==> src/rtl/au_pkg.sv <==
// ---------------------------------------------------------------------------
// au_pkg : shared codes, FSM states and sign-magnitude helpers for au_sat_div
// Revision: 1.0
// ---------------------------------------------------------------------------
`default_nettype none

package au_pkg;

    typedef enum logic [1:0] {
        OP_ADD  = 2'b00,
        OP_SUB  = 2'b01,
        OP_MULT = 2'b10,
        OP_DIV  = 2'b11
    } op_e;

    typedef enum logic [1:0] {
        MY_S     = 2'b00,
        MY_IMM   = 2'b01,
        MY_SQR   = 2'b10,
        MY_S_ALT = 2'b11
    } mul_y_e;

    typedef enum logic [0:0] {
        ST_IDLE = 1'b0,
        ST_DIV  = 1'b1
    } state_e;

    // Helpers work on a wide container; callers size-cast the result down.
    localparam int unsigned SM_MAXW = 64;

    function automatic logic [SM_MAXW-1:0] sat_mag(input int unsigned w);
        return (SM_MAXW'(1) << (w - 1)) - SM_MAXW'(1);
    endfunction

    function automatic logic sm_zero(input logic [SM_MAXW-1:0] v, input int unsigned w);
        return (v & sat_mag(w)) == '0;
    endfunction

    // A zero magnitude always packs as +0.
    function automatic logic [SM_MAXW-1:0] sm_pack(input logic s,
                                                   input logic [SM_MAXW-1:0] mag,
                                                   input int unsigned w);
        return (mag & sat_mag(w)) | (SM_MAXW'(s & (mag != '0)) << (w - 1));
    endfunction

endpackage

`default_nettype wire

==> src/rtl/au_div_seq.sv <==
// ---------------------------------------------------------------------------
// au_div_seq : magnitude-only restoring divider, one quotient bit per step
// Revision: 1.0
// ---------------------------------------------------------------------------
`default_nettype none

module au_div_seq #(
    parameter int DW = 37,
    parameter int VW = 23
) (
    input  logic          clk,
    input  logic          rst_n,
    input  logic          load,
    input  logic          step,
    input  logic [DW-1:0] dividend,
    input  logic [VW-1:0] divisor,
    output logic          done,
    output logic [DW-1:0] quo_nxt,
    output logic          half
);

    localparam int CW = $clog2(DW);

    logic [CW-1:0] r_cnt;
    logic [VW-1:0] r_rem;
    logic [DW-1:0] r_quo;
    logic [VW-1:0] r_div;

    logic [VW:0] w_shift;
    logic        w_ge;
    logic [VW:0] w_rem_nxt;

    assign w_shift   = {r_rem, r_quo[DW-1]};
    assign w_ge      = w_shift >= {1'b0, r_div};
    assign w_rem_nxt = w_ge ? (w_shift - {1'b0, r_div}) : w_shift;
    assign quo_nxt   = {r_quo[DW-2:0], w_ge};
    // Round half-up: the discarded fraction is at least one half of the divisor.
    assign half      = {w_rem_nxt, 1'b0} >= {2'b00, r_div};
    assign done      = step && (r_cnt == CW'(DW - 1));

    always_ff @(posedge clk or negedge rst_n) begin
        if (!rst_n) begin
            r_cnt <= '0;
            r_rem <= '0;
            r_quo <= '0;
            r_div <= '0;
        end else if (load) begin
            r_cnt <= '0;
            r_rem <= '0;
            r_quo <= dividend;
            r_div <= divisor;
        end else if (step) begin
            r_cnt <= r_cnt + CW'(1);
            r_rem <= w_rem_nxt[VW-1:0];
            r_quo <= quo_nxt;
        end
    end

endmodule

`default_nettype wire

==> src/rtl/au_sat_div.sv <==
// ---------------------------------------------------------------------------
// au_sat_div : sign-magnitude fixed-point ADD/SUB/MULT with saturation, iterative DIV
// Revision: 1.0
// ---------------------------------------------------------------------------
`default_nettype none

module au_sat_div
    import au_pkg::*;
#(
    parameter int W     = 24,
    parameter int FRAC  = 14,
    parameter int ROUND = 0
) (
    input  logic         clk,
    input  logic         rst_n,
    input  logic         start,
    input  logic [W-1:0] R_in,
    input  logic [W-1:0] S_in,
    input  logic [W-1:0] Iimm_in,
    input  logic [1:0]   op_sel,
    input  logic [1:0]   mul_y_sel,
    output logic [W-1:0] result,
    output logic         done,
    output logic         busy,
    output logic         ovf,
    output logic         dz
);

    localparam int MW = W - 1;
    localparam int K  = MW + FRAC;
    localparam logic [MW-1:0]   c_max    = MW'(sat_mag(W));
    localparam logic [2*MW:0]   c_mround = (ROUND != 0) ? ((2*MW+1)'(1) << (FRAC - 1)) : '0;

    state_e r_state, w_state_nxt;
    logic [W-1:0] r_result;
    logic         r_done, r_ovf, r_dz, r_qsign;

    op_e          w_op;
    logic         w_sx, w_sy, w_ydz, w_accept, w_div_load;
    logic [MW-1:0] w_mx, w_my;
    logic [W-1:0] w_mul_y;
    logic signed [W:0] w_ax, w_ay, w_sum;
    logic [W:0]   w_sum_abs;
    logic [2*MW-1:0] w_prod;
    logic [2*MW:0]   w_mq;
    logic         w_div_done, w_half;
    logic [K-1:0] w_quo_nxt;
    logic [K:0]   w_dq;
    logic         w_sign1, w_ovf1, w_dz1;
    logic [MW-1:0] w_mag1;
    logic [W-1:0] w_res1, w_div_res;

    assign w_op       = op_e'(op_sel);
    assign w_sx       = R_in[W-1];
    assign w_sy       = S_in[W-1];
    assign w_mx       = R_in[MW-1:0];
    assign w_my       = S_in[MW-1:0];
    assign w_ydz      = sm_zero(SM_MAXW'(S_in), W);
    assign w_accept   = start && (r_state == ST_IDLE);
    assign w_div_load = w_accept && (w_op == OP_DIV) && !w_ydz;

    always_comb begin
        w_mul_y = S_in;
        case (mul_y_e'(mul_y_sel))
            MY_IMM:  w_mul_y = Iimm_in;
            MY_SQR:  w_mul_y = R_in;
            default: w_mul_y = S_in;
        endcase
    end

    // Subtraction folds into addition by flipping the sign of Y.
    assign w_ax      = w_sx ? -$signed({2'b00, w_mx}) : $signed({2'b00, w_mx});
    assign w_ay      = (w_sy ^ (w_op == OP_SUB)) ? -$signed({2'b00, w_my}) : $signed({2'b00, w_my});
    assign w_sum     = w_ax + w_ay;
    assign w_sum_abs = w_sum[W] ? $unsigned(-w_sum) : $unsigned(w_sum);

    assign w_prod = (2*MW)'(w_mx) * (2*MW)'(w_mul_y[MW-1:0]);
    assign w_mq   = ({1'b0, w_prod} + c_mround) >> FRAC;

    always_comb begin
        w_sign1 = 1'b0;
        w_mag1  = '0;
        w_ovf1  = 1'b0;
        w_dz1   = 1'b0;
        case (w_op)
            OP_ADD, OP_SUB: begin
                w_sign1 = w_sum[W];
                w_ovf1  = w_sum_abs > {2'b00, c_max};
                w_mag1  = w_ovf1 ? c_max : w_sum_abs[MW-1:0];
            end
            OP_MULT: begin
                w_sign1 = w_sx ^ w_mul_y[W-1];
                w_ovf1  = w_mq > (2*MW+1)'(c_max);
                w_mag1  = w_ovf1 ? c_max : w_mq[MW-1:0];
            end
            default: begin
                w_sign1 = w_sx ^ w_sy;
                w_mag1  = c_max;
                w_ovf1  = 1'b1;
                w_dz1   = 1'b1;
            end
        endcase
    end

    assign w_res1 = W'(sm_pack(w_sign1, SM_MAXW'(w_mag1), W));

    au_div_seq #(
        .DW (K),
        .VW (MW)
    ) u_div (
        .clk      (clk),
        .rst_n    (rst_n),
        .load     (w_div_load),
        .step     (r_state == ST_DIV),
        .dividend ({w_mx, {FRAC{1'b0}}}),
        .divisor  (w_my),
        .done     (w_div_done),
        .quo_nxt  (w_quo_nxt),
        .half     (w_half)
    );

    assign w_dq      = {1'b0, w_quo_nxt} + (K+1)'((ROUND != 0) && w_half);
    assign w_div_res = (w_dq > (K+1)'(c_max))
                     ? W'(sm_pack(r_qsign, SM_MAXW'(c_max), W))
                     : W'(sm_pack(r_qsign, SM_MAXW'(w_dq[MW-1:0]), W));

    always_comb begin
        w_state_nxt = r_state;
        case (r_state)
            ST_IDLE: if (w_div_load) w_state_nxt = ST_DIV;
            ST_DIV:  if (w_div_done) w_state_nxt = ST_IDLE;
            default: w_state_nxt = ST_IDLE;
        endcase
    end

    always_ff @(posedge clk or negedge rst_n) begin
        if (!rst_n) begin
            r_state  <= ST_IDLE;
            r_result <= '0;
            r_done   <= 1'b0;
            r_ovf    <= 1'b0;
            r_dz     <= 1'b0;
            r_qsign  <= 1'b0;
        end else begin
            r_state <= w_state_nxt;
            r_done  <= 1'b0;
            if (w_div_load) begin
                r_qsign <= w_sx ^ w_sy;
            end else if (w_accept) begin
                r_result <= w_res1;
                r_ovf    <= w_ovf1;
                r_dz     <= w_dz1;
                r_done   <= 1'b1;
            end else if (w_div_done) begin
                r_result <= w_div_res;
                r_ovf    <= w_dq > (K+1)'(c_max);
                r_dz     <= 1'b0;
                r_done   <= 1'b1;
            end
        end
    end

    assign result = r_result;
    assign done   = r_done;
    assign busy   = (r_state == ST_DIV);
    assign ovf    = r_ovf;
    assign dz     = r_dz;

endmodule

`default_nettype wire

==> config.mk <==
export PLATFORM = sky130hd
export DESIGN_NAME = au_sat_div
export DESIGN_NICKNAME = d
export VERILOG_FILES = /design/src/rtl/au_pkg.sv /design/src/rtl/au_div_seq.sv /design/src/rtl/au_sat_div.sv
export SDC_FILE = /design/constraint.sdc
export NUM_CORES = 2
export LEC_CHECK = 0
export CORE_MARGIN = 2
export CORE_UTILIZATION = 35
export DETAILED_ROUTE_END_ITERATION = 10
export SYNTH_ARGS = -nofsm -noshare
export SYNTH_HDL_FRONTEND = slang
export SYNTH_SLANG_ARGS = --single-unit
==> constraint.sdc <==
create_clock -name clk -period 9.55 [get_ports clk]
set_input_delay 0.955 -clock clk [delete_from_list [all_inputs] [get_ports clk]]
set_output_delay 0.955 -clock clk [all_outputs]
set_load 0.02 [all_outputs]
# == After elaboration in Yosys (flattened, before gate mapping) ==
# Index checks and enable logic that the tools add are counted.
# word_totals
word_cells,80
inputBits,79
output_inout_bits,28
reg_bits,118
# op_classes
n_mul,1
reduce_logical,14
bitwise,9
magnitude_cmp,4
n_mux,30
eq_ne,6
n_addsub,6
# ops
cell,n
23-bit 2-to-1 mux,5
25-bit 2-to-1 mux,3
37-bit 2-to-1 mux,2
24-bit 2-to-1 mux,3
64-bit zero test,1
23-bit negator with 25-bit output,2
23-bit by 24-bit bitwise OR with 24-bit output,2
24-bit one-hot mux with 2 select lines,1
23-bit by 23-bit multiplier with 46-bit output,1
23-bit one-hot mux with 2 select lines,1
23-bit nonzero test,2
"37-bit by 23-bit greater-than comparator with 1-bit output, second input constant",1
"32-bit by 23-bit greater-than comparator with 1-bit output, second input constant",1
25-bit adder,1
"25-bit by 23-bit greater-than comparator with 1-bit output, second input constant",1
25-bit negator,1
24-bit by 23-bit >= comparator with 1-bit output,1
23-bit subtractor,1
6-bit 2-to-1 mux,2
1-bit 2-to-1 mux,10
"6-bit by 1-bit adder with 6-bit output, second input constant",1
"2-bit equality test, second input constant",3
"6-bit equality test, second input constant",1
1-bit one-hot mux with 2 select lines,3
other kinds (11),20

# == Depth between registers and ports, before layout ==
# depth
word_depth,13
mapped_depth,39
depth_no_buf,34

# == Modules after synthesis ==
# A second synthesis with hierarchy kept.
# hier_totals
hier_cells,3566
area_unflattened_um2,29354.4
# modules_own_cells
module,cells_per_inst,n_inst,seq_area_each_um2,area_per_inst_um2
au_sat_div,2881,1,725.7,23293.6
au_div_seq,685,1,2227.1,6060.8

# == Worst setup path before layout ==
# OpenSTA, ideal clock, no wires.
# synth_timing
path_kind,input to register
startpoint,input mul_y_sel[0]
endpoint,register r_result[23] (netlist: result[23])
setup_ps,131
arrival_ps,9874
cell_stages,38
n_path_buf,6
required_time_ps,9419
slack_ps,-455
path_cell_list,inv_1 ha_1 clkbuf_1 clkbuf_1 clkbuf_1 nand2_1 o21ai_0 clkbuf_1 nand2_1 fa_1 inv_1 fa_1 inv_1 fa_1 inv_1 fa_1 fa_1 fa_1 (+2 left out) inv_1 ha_1 clkbuf_1 a21oi_1 o21ai_0 a21oi_1 o21ai_0 a211oi_1 a2111o_1 o31ai_1 or3_1 a311o_1 nor4b_2 clkbuf_1 nand2_1 a2111oi_0 and4_1 a31oi_1
# synth_via
elab_chain_cells,10
word_cells_on_any_way,13
classes_between,1 x mul; 1 x order compare; 2 x eq/ne; 5 x mux; 3 x bitwise; 1 x reduce/logical
# synth_rtl
element,line_no,source
"start, declared",au_sat_div.sv:21,"input logic [1:0] mul_y_sel,"
2-bit equality test or 2-bit by 1-bit equality test with 1-bit output (tied branches),au_sat_div.sv:64,case (mul_y_e'(mul_y_sel))
24-bit one-hot mux with 2 select lines (*),au_sat_div.sv:64,
23-bit by 23-bit multiplier with 46-bit output,au_sat_div.sv:77,assign w_prod = (2*MW)'(w_mx) * (2*MW)'(w_mul_y[MW-1:0]);
32-bit by 23-bit greater-than comparator with 1-bit output,au_sat_div.sv:93,w_ovf1 = w_mq > (2*MW+1)'(c_max);
23-bit 2-to-1 mux,au_sat_div.sv:94,w_mag1 = w_ovf1 ? c_max : w_mq[MW-1:0];
23-bit one-hot mux with 2 select lines,au_sat_div.sv:85,case (w_op)
23-bit nonzero test,au_pkg.sv:43,return (mag & sat_mag(w)) | (SM_MAXW'(s & (mag != '0)) << (w - 1));
1-bit AND (*),au_pkg.sv:43,
23-bit by 24-bit bitwise OR with 24-bit output (*),au_pkg.sv:43,
24-bit 2-to-1 mux (*),au_sat_div.sv:149,end else if (w_accept) begin
"end signal, assigned",au_sat_div.sv:150,r_result <= w_res1;
"end signal, assigned",au_sat_div.sv:155,r_result <= w_div_res;
"end, declared",au_sat_div.sv:35,logic [W-1:0] r_result;
# Every way passes the cells marked *; elsewhere a longest branch is shown, timed or not.
# A chain may end at the register's enable or synchronous reset.

# == Worst setup path after layout ==
# layout_timing
startpoint,input mul_y_sel[1]
endpoint,register r_result[23] (netlist: result[23])
# The elaborated chain is that of the path after synthesis.

==> impl_results.md <==
* Sequential area share after synthesis at 0.108
* Hold Startpoint: result[9]$_DFFE_PN0P_
* Layout cell share with drive strength beyond 1 at 0.118
* Status: finished clean
* Post-synthesis simple-gate area fraction at 0.183
* Post-synth ARST share at 1.00
* Cell Area, Synth at 27,400 sq um
* Dpl hpwl at 73,600 um
* CTS tree: done
* Worst-Margin Slew at 1250 ps
* Cts hold-fix bufs at 0
* Post-synth top cells: 542 x inv_1, 523 x nand2_1, 439 x fa_1
* CP Capture Type: register
* CP peak stage delay at 550 ps
* Worst setup SP type: input pin
* Clk_lat worst skew at 440 ps
* CTS Root Buffer Type: clkbuf_16
* GRT Resource Usage Total at 0.229
* Worst r2r src: u_div.r_quo[36]$_DFFE_PN0P_
* Adder-cell area share of the yosys netlist at 0.423
* Complex-gate fraction of the synthesized area at 0.135
* Clk buf depth at 2
* Mux cell area share after synthesis at 0.00896
* CTS buffer count at 17
* Vias in the first global route at 24,429
* Vias per cell at 5.23
* Final WL at 90,400 um
* Per-cell routed wire length at 19.8 um
* Reg clk slew, reported paths at 60 ps
* Hold Crit Class: reg -> reg
* Critical path peak fanout at 12
* Largest family of logic cells by synthesized area: adder cells
* Pin count of the biggest net entering global routing at 92
* Via count at 23,957
* Post-Syn Instances at 3,282
* DR DRC count at 0
* Syn avg cell area at 8.34 sq um
* Crit path arrival time at 9490 ps
* Fin util at 0.418
* Post-synth top flop: dfrtp_1
* First drt pass iteration count at 6
* Gpl congestion at 0.984
* Rows at 102
* CTS Sinks at 118
* Die Ht at 284 um
* Max H-tree Level at 4
* Yosys cell types at 81
* Max Cap Viol at 0
* Initial Util at 0.353
* Hold_ws at 492 ps
* Core Footprint at 77,500 sq um
* Peak Freq at 109 MHz
* Final min period at 9170 ps
* Initial drt markers at 1,891
* Syn. warnings at 0
* Initial antenna violation count at 2
* Xor-xnor portion of the synthesized cell area at 0.0412
* Setup TNS at 0 ps
* Slowest-stage cell, CP: fa_1
* GRT overflow at 0
* Skew final at 13.0 ps
* Fin. max-slew vios at 0
* Layout area overhead at 18.4%
* Worst Setup Path Type: in -> reg
* Finish-stage setup viols at 0
* Yosys top cell area share at 0.321
* Antenna Nets Post-Route at 0
* Die area at 80,400 sq um
* Number of enable flip-flop cells after synthesis at 0
* I/O pin count at 107
* # port buffers at 106
* Setup WS post-layout at 375 ps
* Yosys reg bits at 118
* Fin nets at 4,264
* Final hold violations at 0
* Synth area leader: fa_1
* Worst Path Required at 9860 ps
* Synth area leaders: fa_1 32%, dfrtp_1 11%, ha_1 10%, inv_1 7.4%, nand2_1 7.2%
* RSZ-0062 raised after global routing: false
* Dpl ws at -754 ps
* First-pass GRT wire length at 144,000 um
* Die Width at 284 um
* Top-count cell post-synth: inv_1
* Fin crit share at 0.961
* Mapped Nets at 4,023
* Critical Path Start: mul_y_sel[1]
* Slew margin rel. at 0.159
through the flow:
| stage | cell area (sq um) | cells |
|---|---|---|
| detailed placement | 31500 | 4540 |
| global placement | 31500 | 4540 |
| CTS | 32200 | 4573 |
| floorplan | 27400 | 3282 |
| global route | 32400 | 4578 |
| finish | 32400 | 4578 |
area by class of cell:
| type | count | area (sq um) |
|---|---|---|
| Tap cell | 1040 | 1300 |
| Antenna cell | 2 | 5.00 |
| Clock buffer | 17 | 425 |
| Multi-Input combinational cell | 2429 | 21900 |
| Sequential cell | 118 | 2960 |
| Inverter | 543 | 2040 |
| Timing Repair Buffer | 414 | 3620 |
| Fill cell | 7781 | 45100 |
| Clock inverter | 15 | 180 |
registers in the layout (all words and copies together), names as in the netlist:
register and cells:
u_div.r_quo 37, result 24, ovf 1, r_qsign 1, dz 1, busy 1
u_div.r_cnt 6, u_div.r_rem 23, u_div.r_div 23, done 1
metal layers:
layer  share of wire  vias to the layer above  global-route usage  wire [um]
met5               0                        -                   0          0
met4           0.029                        0              0.0634       2650
met3           0.068                      117              0.0318       6180
met2            0.46                      800               0.366      41200
met1            0.45                    12063               0.324      40400
li1                -                    10977                   -          -
layout by cell type (no fill, tap or decap), types with 15 or more instances in the layout:
cell type / count
fa_1: 437
clkbuf_16: 17
buf_12: 18
a21o_1: 41
ha_1: 220
buf_4: 287
xor2_1: 40
o21ai_0: 131
a22oi_1: 50
nand4_1: 23
a211oi_1: 16
inv_1: 540
clkdlybuf4s50_1: 100
a21oi_1: 106
xnor2_1: 87
nor3_1: 24
mux2i_1: 20
a31oi_1: 17
o21bai_1: 15
nand2_1: 521
dfrtp_1: 117
nand3_1: 26
nor2_1: 116
o211ai_1: 23
o31ai_1: 24
and2_1: 223
critical path, delay by kind of cell:
kind	cells	cell delay (ps)
AND/OR/NAND/NOR	7	1380
adder cells (fa/ha/maj)	9	3740
AO/OA/AOI/OAI	10	1840
buffers and inverters	11	1560
final timing paths:
path,end,slack [ps],cells past startpoint
worst max-delay path,result[23]$_DFFE_PN0P_,380,37
worst min-delay path,result[9]$_DFFE_PN0P_,490,2
worst max register to register,result[23]$_DFFE_PN0P_,5450,17
worst min register to register,result[9]$_DFFE_PN0P_,490,2
max in group asynchronous,busy$_DFF_PN0_,7510,2
min in group asynchronous,u_div.r_rem[10]$_DFFE_PN0P_,520,1
kinds of logic after synthesis:
logic type / after synthesis
simple gates: 1048
buf+inv: 735
fa+ha+maj: 662
compound gates: 567
xor+xnor: 128
flops: 118
mux: 24
repair_timing:
| item | CTS | global route |
|---|---|---|
| resized for setup | 19 | 44 |
| buffers inserted | 0 | 3 |
| pin swaps | 4 | 18 |
| cloned | 1 | 0 |
| setup endpoints to repair | 19 | 25 |
| endpoints found under the hold margin | 0 | 0 |
Power is not shown: default switching activity piles up to over one toggle a cycle in this logic, so the estimate is an artifact.
